File: src/rtl/mips_lite_pkg.sv
// rtl/mips_lite_pkg.sv - shared fetch-stage types and constants
package mips_lite_pkg;

  localparam int unsigned DATA_W = 32;
  localparam logic [DATA_W-1:0] RESET_PC_DEFAULT = 32'h0000_0000;
  localparam logic [1:0] ALIGN_MASK = 2'b00;

  typedef enum logic [1:0] {
    FETCH_IDLE = 2'd0,
    FETCH_REQ  = 2'd1,
    FETCH_HOLD = 2'd2,
    FETCH_ERR  = 2'd3
  } fetch_state_e;

  // A pc is usable only if it is word aligned
  function automatic logic is_aligned(input logic [DATA_W-1:0] addr);
    return (addr[1:0] == ALIGN_MASK);
  endfunction

endpackage

File: src/rtl/pc_fetch.sv
// rtl/pc_fetch.sv - pc register and single-outstanding instruction fetch
module pc_fetch
  import mips_lite_pkg::*;
#(
  parameter logic [31:0] RESET_PC = RESET_PC_DEFAULT
) (
  input  logic              clk,
  input  logic              rst_n,
  input  logic              fetch_en,
  input  logic [DATA_W-1:0] npc,
  output logic [DATA_W-1:0] pc,
  output logic              imem_req,
  output logic [DATA_W-1:0] imem_addr,
  input  logic              imem_ack,
  input  logic [DATA_W-1:0] imem_rdata,
  output logic [DATA_W-1:0] instr,
  output logic              instr_valid,
  input  logic              instr_ready,
  output logic              misalign_err,
  output logic [DATA_W-1:0] fetch_cnt
);

  fetch_state_e state;

  // The request address is the pc itself; it only changes on an accept edge,
  // so it is stable for the whole life of a request.
  assign imem_addr = pc;

  // Fetch FSM; imem_req is kept as a register that mirrors state==FETCH_REQ
  always_ff @(posedge clk or negedge rst_n) begin
    if (!rst_n) begin
      state        <= FETCH_IDLE;
      pc           <= RESET_PC;
      imem_req     <= 1'b0;
      instr        <= '0;
      instr_valid  <= 1'b0;
      misalign_err <= 1'b0;
      fetch_cnt    <= '0;
    end else begin
      case (state)
        FETCH_IDLE: begin
          if (fetch_en) begin
            state    <= FETCH_REQ;
            imem_req <= 1'b1;
          end
        end
        FETCH_REQ: begin
          // fetch_en is deliberately not looked at: a request always completes
          if (imem_ack) begin
            instr       <= imem_rdata;
            instr_valid <= 1'b1;
            imem_req    <= 1'b0;
            state       <= FETCH_HOLD;
          end
        end
        FETCH_HOLD: begin
          if (instr_ready && instr_valid) begin
            pc          <= npc;
            instr_valid <= 1'b0;
            fetch_cnt   <= fetch_cnt + 32'd1;
            if (!is_aligned(npc)) begin
              // pc still takes the bad value so it can be inspected
              misalign_err <= 1'b1;
              state        <= FETCH_ERR;
            end else if (fetch_en) begin
              imem_req <= 1'b1;
              state    <= FETCH_REQ;
            end else begin
              state <= FETCH_IDLE;
            end
          end
        end
        FETCH_ERR: begin
          imem_req    <= 1'b0;
          instr_valid <= 1'b0;
        end
        default: begin
          state    <= FETCH_IDLE;
          imem_req <= 1'b0;
        end
      endcase
    end
  end

endmodule

File: config.mk
export PLATFORM = sky130hd
export DESIGN_NAME = pc_fetch
export DESIGN_NICKNAME = d
export VERILOG_FILES = /design/src/rtl/mips_lite_pkg.sv /design/src/rtl/pc_fetch.sv
export SDC_FILE = /design/constraint.sdc
export NUM_CORES = 1
export LEC_CHECK = 0
export ABC_AREA = 1
export CORE_MARGIN = 4
export CORE_UTILIZATION = 40
export DETAILED_ROUTE_END_ITERATION = 8
export DONT_BUFFER_PORTS = 1
export GPL_ROUTABILITY_DRIVEN = 1
export PLACE_DENSITY = 0.6
export SYNTH_ARGS = -nofsm -noshare
export SYNTH_HDL_FRONTEND = slang
export SYNTH_SLANG_ARGS = --single-unit
File: constraint.sdc
create_clock -name clk -period 1.95 [get_ports clk]
set_input_delay 0.39 -clock clk [delete_from_list [all_inputs] [get_ports clk]]
set_output_delay 0.39 -clock clk [all_outputs]
set_load 0.005 [all_outputs]
==> run_results.csv, run 1 <==
group,metric,value,unit
pwr,pwr-share-comb,0.176,
drt,ant_nets,0,
floorplanning,rows,39,
worst_setup_path,critPathKind,"register to register",
pwr,switching_share,0.3104,
finish,fin_util,0.4327,
global_route,grt_usage,0.1525,
sta,rsz0062_at_grt,"no",
synthesis,synthesis.area,4672,um^2
clock_tree,ctsHtreeMaxLevel,3,
synthesis,synth_fp_nets,563,
clock_tree,cts_tree,"yes",
synthesis,synth_edf_count,0,
drt,drt-pass1-iter-count,4,
clock_tree,cts_root_buf,"clkbuf_16",
sta,setup_viol,0,
pwr,clkPwrFrac,0.285,
sta,hold_ws,-253.8,ps
pwr,p_sw,0.002103,W
global_route,grt_pass1_wl,15870,um
synthesis,synth_commonest_cells,"151 x nand2_1, 101 x dfrtp_1, 37 x inv_1",
placement,dp_hpwl,7603,um
drt,wl_per_cell,16.71,um
synthesis,yosysMostFrequentCell,"nand2_1",
synthesis,synth_cells,487,
synthesis,synth.area.top_cells,"dfrtp_1 54%, nand2_1 12%, mux2_2 7.7%",
pwr,finalPower,0.006774,W
clock_tree,clock_path_buffers,2,
synthesis,async_reset_ff_frac,1.000,
global_route,antenna_found_initial,0,
sta,skew,5.510,ps
sta,drv_slew,0,
drt,vias_per_cell,5.061,
sta,period_share,0.8890,
sta,slew_headroom,0.7402,
worst_setup_path,crit_required,2170,ps
placement,place_congestion,0.8476,
pwr,leakage,2.382,nW
finish,nNetsFinal,536,
global_route,gr-total-overflow,0,
finish,fillers,1103,
synthesis,synth_seq_cells,101,
sta,worst_slew_pin_slew,389.8,ps
drt,vias,3077,
drt,drt-total-wl,10160,um
clock_tree,clock_latency,340,ps
floorplanning,core-area,11420,um^2
synthesis,yosysTopAreaCell,"dfrtp_1",
pwr,p_int,0.004671,W
global_route,grt_max_degree,102,
floorplanning,initial_core_util,0.4092,
global_route,grt_util_met1,0.1829,
run,maxCapViolCount,0,
sta,setup_tns,0,ps
clock_tree,cts_buffers,9,
finish,area_delta_synth_final,5.758,%
pwr,ir_drop,0.0006064,V
synthesis,yosysSeqAreaShare,0.5410,
outcome,status,"finished with violations",
floorplanning,die_w,116.1,um
sta,fmax,0.5769,GHz
clock_tree,postCtsSetupBuffers,0,
sta,finalCriticalPeriod,1733,ps
pwr,pwr-share-seq,0.539,
drt,drtIter0Drc,147,
synthesis,ys_warn_count,0,
global_route,top_usage_layer,"met2",
clock_tree,cts.sink_count,101,
synthesis,synth.top_cell.area_share,0.5410,
synthesis,dominantRegCellSynth,"dfrtp_1",
drt,drc_errors,0,
synthesis,synth_cell_types,27,
floorplanning,ios,200,
worst_setup_path,worstPathArrival,1950,ps
global_route,grt_pass1_vias,3070,
global_route,met3_usage,0.06057,
worst_setup_path,start_kind,"register",
outcome,violations,"hold timing",
floorplanning,die_y,116.1,um
worst_hold_path,hold_path_class,"input port to asynchronous set/reset pin",
finish,diodes,0,
finish,drive_gt1_frac,0.1333,
worst_setup_path,crit_fanout,6,
pwr,p_per_area,1371,nW/um^2
synthesis,avgSynthCellArea,9.593,um^2
sta,hold_violations,101,
clock_tree,clk_pin_slew,60,ps
worst_setup_path,end_kind,"register",
global_route,grt_use_met2,0.2497,
placement,port_buffers,0,
floorplanning,dieArea,13470,um^2
## final cells by class
cell class              count  area [um^2]  share of cell area
flip-flops and latches    101         2527              0.5115
clock inverters             3        67.56             0.01367
well taps                 143        178.9             0.03621
clock buffers              13        260.3             0.05267
inverters                  38        142.6             0.02887
repair buffers              4        42.54            0.008610
multi-input cells         306         1722              0.3484
## cell usage in the layout, fill, tap and decap left out
cell,synthesis,final
ha_2,0,1
ha_1,7,6
clkbuf_1,0,2
xnor2_1,14,14
inv_1,37,37
dfrtp_1,101,101
a21oi_1,1,1
clkbuf_8,0,2
nand3_2,1,1
o41ai_1,1,1
nand3_1,22,22
nand4_1,13,13
nor2_2,4,4
o21ai_0,9,9
a31o_2,1,1
buf_4,32,3
nand3_4,1,1
inv_2,1,1
xor2_1,8,8
nor2_8,1,1
o31ai_1,1,1
o211ai_1,1,1
clkbuf_16,0,9
clkinvlp_4,0,1
nor3_1,3,3
mux2_2,32,32
o21bai_1,1,1
nor2_1,32,32
nor2_4,2,2
buf_12,0,1
nand2_1,151,151
bufinv_16,0,2
## critical path, cell delays in order (launching register included)
cell and delay (ps):
dfrtp_1 410, inv_1 140, ha_2 260, inv_2 80, nor2_8 170, nand3_1 120, nor2_1 200, nand2_1 100
xnor2_1 140
## through the flow
stage	setup WS, ps	cells	instance area (um^2)
after global placement	248.6	592	4611
after detailed placement	164.9	592	4611
after floorplan	358.4	487	4672
after global routing	66.99	608	4941
final	216.5	608	4941
after CTS	142.5	608	4938
## power groups by stage
stage | combinational, W | clock [W] | sequential, W
2_1_floorplan | 0.00150 | 0 | 0.00338
3_3_place_gp | 0.00115 | 0 | 0.00369
3_5_place_dp | 0.00122 | 0 | 0.00369
4_1_cts | 0.00121 | 0.00200 | 0.00368
5_1_grt | 0.00139 | 0.00210 | 0.00379
6_report | 0.00119 | 0.00193 | 0.00365
## routing by layer
| metal | up-vias | share of wire |
|---|---|---|
| met5 | - | 0 |
| met4 | 0 | 0.013 |
| met3 | 10 | 0.11 |
| met2 | 157 | 0.48 |
| met1 | 1445 | 0.40 |
| li1 | 1465 | - |
## registers in the layout, summed over array words and instances (netlist names)
register,flops
instr,32
imem_req,1
misalign_err,1
instr_valid,1
imem_addr,32
state,2
fetch_cnt,32
## cell families (layout without fill, tap and decap cells)
family,after synthesis,count (layout),share of synthesized area
simple gates,230,230,0.2116
flops,101,101,0.5410
buf+inv,80,58,0.09105
mux,32,32,0.07713
xor+xnor,22,22,0.04124
compound gates,15,15,0.01928
fa+ha+maj,7,7,0.01875
## what timing repair did
| item | in CTS | in global routing |
|---|---|---|
| endpoints found under the hold margin | 101 | 101 |
| gates resized for setup | 0 | 1 |
| endpoints found under the setup margin | 0 | 1 |
## final timing paths
| check | from | end | slack, ps | cells after the start |
|---|---|---|---|---|
| worst max-delay path | state[0] | fetch_cnt[21] | 220 | 8 |
| worst min-delay path | rst_n | fetch_cnt[20] | -250 | 0 |
| worst max register to register | state[0] | fetch_cnt[21] | 220 | 8 |
| worst min register to register | instr[9] | instr[9] | 540 | 1 |
| max in group asynchronous | rst_n | instr_valid | 2020 | 0 |
| min in group clk | npc[20] | imem_addr[20] | 160 | 2 |
Power figures use the tool's default switching activity.
==> run 2: changes to the inputs <==
==> constraint.sdc (replaced) <==
create_clock -name clk -period 1.9 [get_ports clk]
set_input_delay 0.38 -clock clk [delete_from_list [all_inputs] [get_ports clk]]
set_output_delay 0.38 -clock clk [all_outputs]
set_load 0.005 [all_outputs]
==> run 2 against run 1 <==
  * The flow still finishes with violations (hold timing)
  * Worst setup slack worse by 14 ps
  * Maximum frequency up 2.1%
  * Critical endpoint is now fetch_cnt[20]
  * Largest power group unchanged
  * Global-route usage down 0.34 points
  * Highest routed layer unchanged
  * Worst hold slack worse by 16 ps
==> run_results.csv, run 2 (same netlist as run 1, synthesis figures left out) <==
group,metric,value,unit
drt,drtIter0Drc,211,
drt,drt-total-wl,10150,um
worst_setup_path,critPathTopFamily,"simple AND/OR/NAND/NOR gates",
pwr,pwr-share-comb,0.180,
worst_setup_path,crit_required,2120,ps
drt,ant_nets,0,
worst_setup_path,rr_worst_depth,8,
global_route,gr-total-overflow,0,
finish,area_delta_synth_final,6.026,%
sta,fin_ws,202.9,ps
worst_setup_path,cp.depth,8,
worst_setup_path,worstPathArrival,1920,ps
clock_tree,cts_root_buf,"clkbuf_16",
finish,layout_commonest_cell,"nand2_1",
sta,fmax,0.5893,GHz
floorplanning,core-area,11420,um^2
outcome,violations,"hold timing",
worst_setup_path,r2r_end,"fetch_cnt[20]",
pwr,ir_drop,0.0006952,V
worst_setup_path,crit_chain,"inv_1 -> ha_2 -> inv_2 -> nor2_8 -> nand3_4 -> nor2_4 -> nand2_1 -> xnor2_1",
global_route,grt_use_met2,0.2363,
outcome,status,"finished with violations",
floorplanning,dieArea,13470,um^2
drt,vias_per_cell,5.064,
sta,period_share,0.8932,
pwr,clkPwrFrac,0.287,
sta,hold_ws,-270.0,ps
global_route,antenna_found_initial,0,
floorplanning,initial_core_util,0.4092,
clock_tree,clock_latency,340,ps
sta,hold_violations,101,
sta,slew_headroom,0.7378,
placement,pre_cts_slack,138.4,ps
worst_setup_path,rr_startpoint,"state[0]",
worst_setup_path,end_kind,"register",
finish,nNetsFinal,537,
pwr,switching_share,0.3160,
finish,layout_common_cells,"151 x nand2_1, 101 x dfrtp_1, 37 x inv_1, 32 x mux2_2, 32 x nor2_1",
placement,port_buffers,0,
drt,drt-pass1-iter-count,4,
worst_setup_path,path_buf_inv,2,
worst_setup_path,slowest_delay,420,ps
drt,vias,3084,
floorplanning,die_w,116.1,um
worst_setup_path,start_kind,"register",
worst_setup_path,reg2reg_slack,200,ps
floorplanning,ios,200,
sta,worst_slew_pin_slew,393.4,ps
global_route,grt_util_met1,0.1818,
pwr,p_int,0.004782,W
pwr,leakage,2.390,nW
finish,drive_gt1_frac,0.1395,
pwr,pwr-share-seq,0.533,
worst_setup_path,critPathKind,"register to register",
clock_tree,cts_buffers,9,
global_route,grt_usage,0.1491,
sta,setup_viol,0,
worst_hold_path,hold_path_class,"input port to asynchronous set/reset pin",
sta,setup_tns,0,ps
placement,dp_hpwl,7473,um
clock_tree,clock_path_buffers,2,
sta,rsz0062_at_grt,"no",
worst_setup_path,crit_fanout,6,
clock_tree,cts.sink_count,101,
sta,finalCriticalPeriod,1697,ps
clock_tree,clk_pin_slew,70,ps
global_route,grt_pass1_wl,15550,um
sta,skew,7.179,ps
pwr,p_per_area,1411,nW/um^2
global_route,met3_usage,0.06423,
finish,diodes,0,
sta,drv_slew,0,
floorplanning,rows,39,
drt,drc_errors,0,
worst_setup_path,crit_slowest_cell,"dfrtp_1",
global_route,grt_max_degree,102,
placement,place_congestion,0.8330,
floorplanning,die_y,116.1,um
drt,wl_per_cell,16.66,um
clock_tree,ctsHtreeMaxLevel,3,
global_route,grt_pass1_vias,3057,
run,maxCapViolCount,0,
pwr,p_sw,0.002209,W
clock_tree,cts_tree,"yes",
global_route,top_usage_layer,"met2",
==> run 2: changes by cell type in the layout (fill, tap and decap cells not counted), sizes merged <==
cell,previous run,this run
inv,38,40
clkbuf,13,10
clkinv,0,1
buf,4,5
==> run 2: area by class of cell <==
type | instances | area (um^2)
Fill cell | 1078 | 6465
Sequential cell | 101 | 2527
Multi-Input combinational cell | 306 | 1722
Clock buffer | 10 | 239.0
Tap cell | 143 | 178.9
Inverter | 38 | 142.6
Clock inverter | 6 | 93.84
Timing Repair Buffer | 5 | 50.05
==> run 2: power by group through the flow <==
stage               Sequential, W  Combinational [W]  Clock, W
finish                    0.00373            0.00126   0.00200
global route              0.00386            0.00145   0.00217
CTS                       0.00375            0.00128   0.00207
detailed placement        0.00377            0.00129         0
global placement          0.00378            0.00120         0
floorplan                 0.00347            0.00154         0
==> run 2: worst max path at each step <==
stage                         from       endpoint  slack [ps]
after global placement    state[0]  fetch_cnt[20]         200
after global routing      state[0]  fetch_cnt[31]          50
final                     state[0]  fetch_cnt[20]         200
after floorplan           state[0]  fetch_cnt[20]         310
after CTS                 state[0]  fetch_cnt[20]         130
after detailed placement  state[0]  fetch_cnt[20]         140
==> run 2: stage by stage <==
stage / cells / total power (W) / utilization / hold WS, ps / cell area (um^2)
after global placement: 593 / 0.004980 / 0.4044 / 87.63 / 4618
after floorplan: 487 / 0.005011 / - / 84.41 / 4672
after CTS: 609 / 0.007113 / 0.4336 / -285.2 / 4951
after global routing: 609 / 0.007488 / 0.4338 / -292.4 / 4954
after detailed placement: 593 / 0.005063 / 0.4044 / 87.27 / 4618
final: 609 / 0.006990 / 0.4338 / -270.0 / 4954
==> run 2: what timing repair did <==
item                                   CTS  global route
setup endpoints to repair                0             8
setup buffers                            0             0
resized for setup                        0             1
endpoints found under the hold margin  101           101
==> run 2: metal layers <==
metal,wire length (um),vias up,part of all wire
li1,-,1466,-
met1,4158,1441,0.41
met2,4746,166,0.47
met3,1108,11,0.11
met4,135,0,0.013
met5,0,-,0
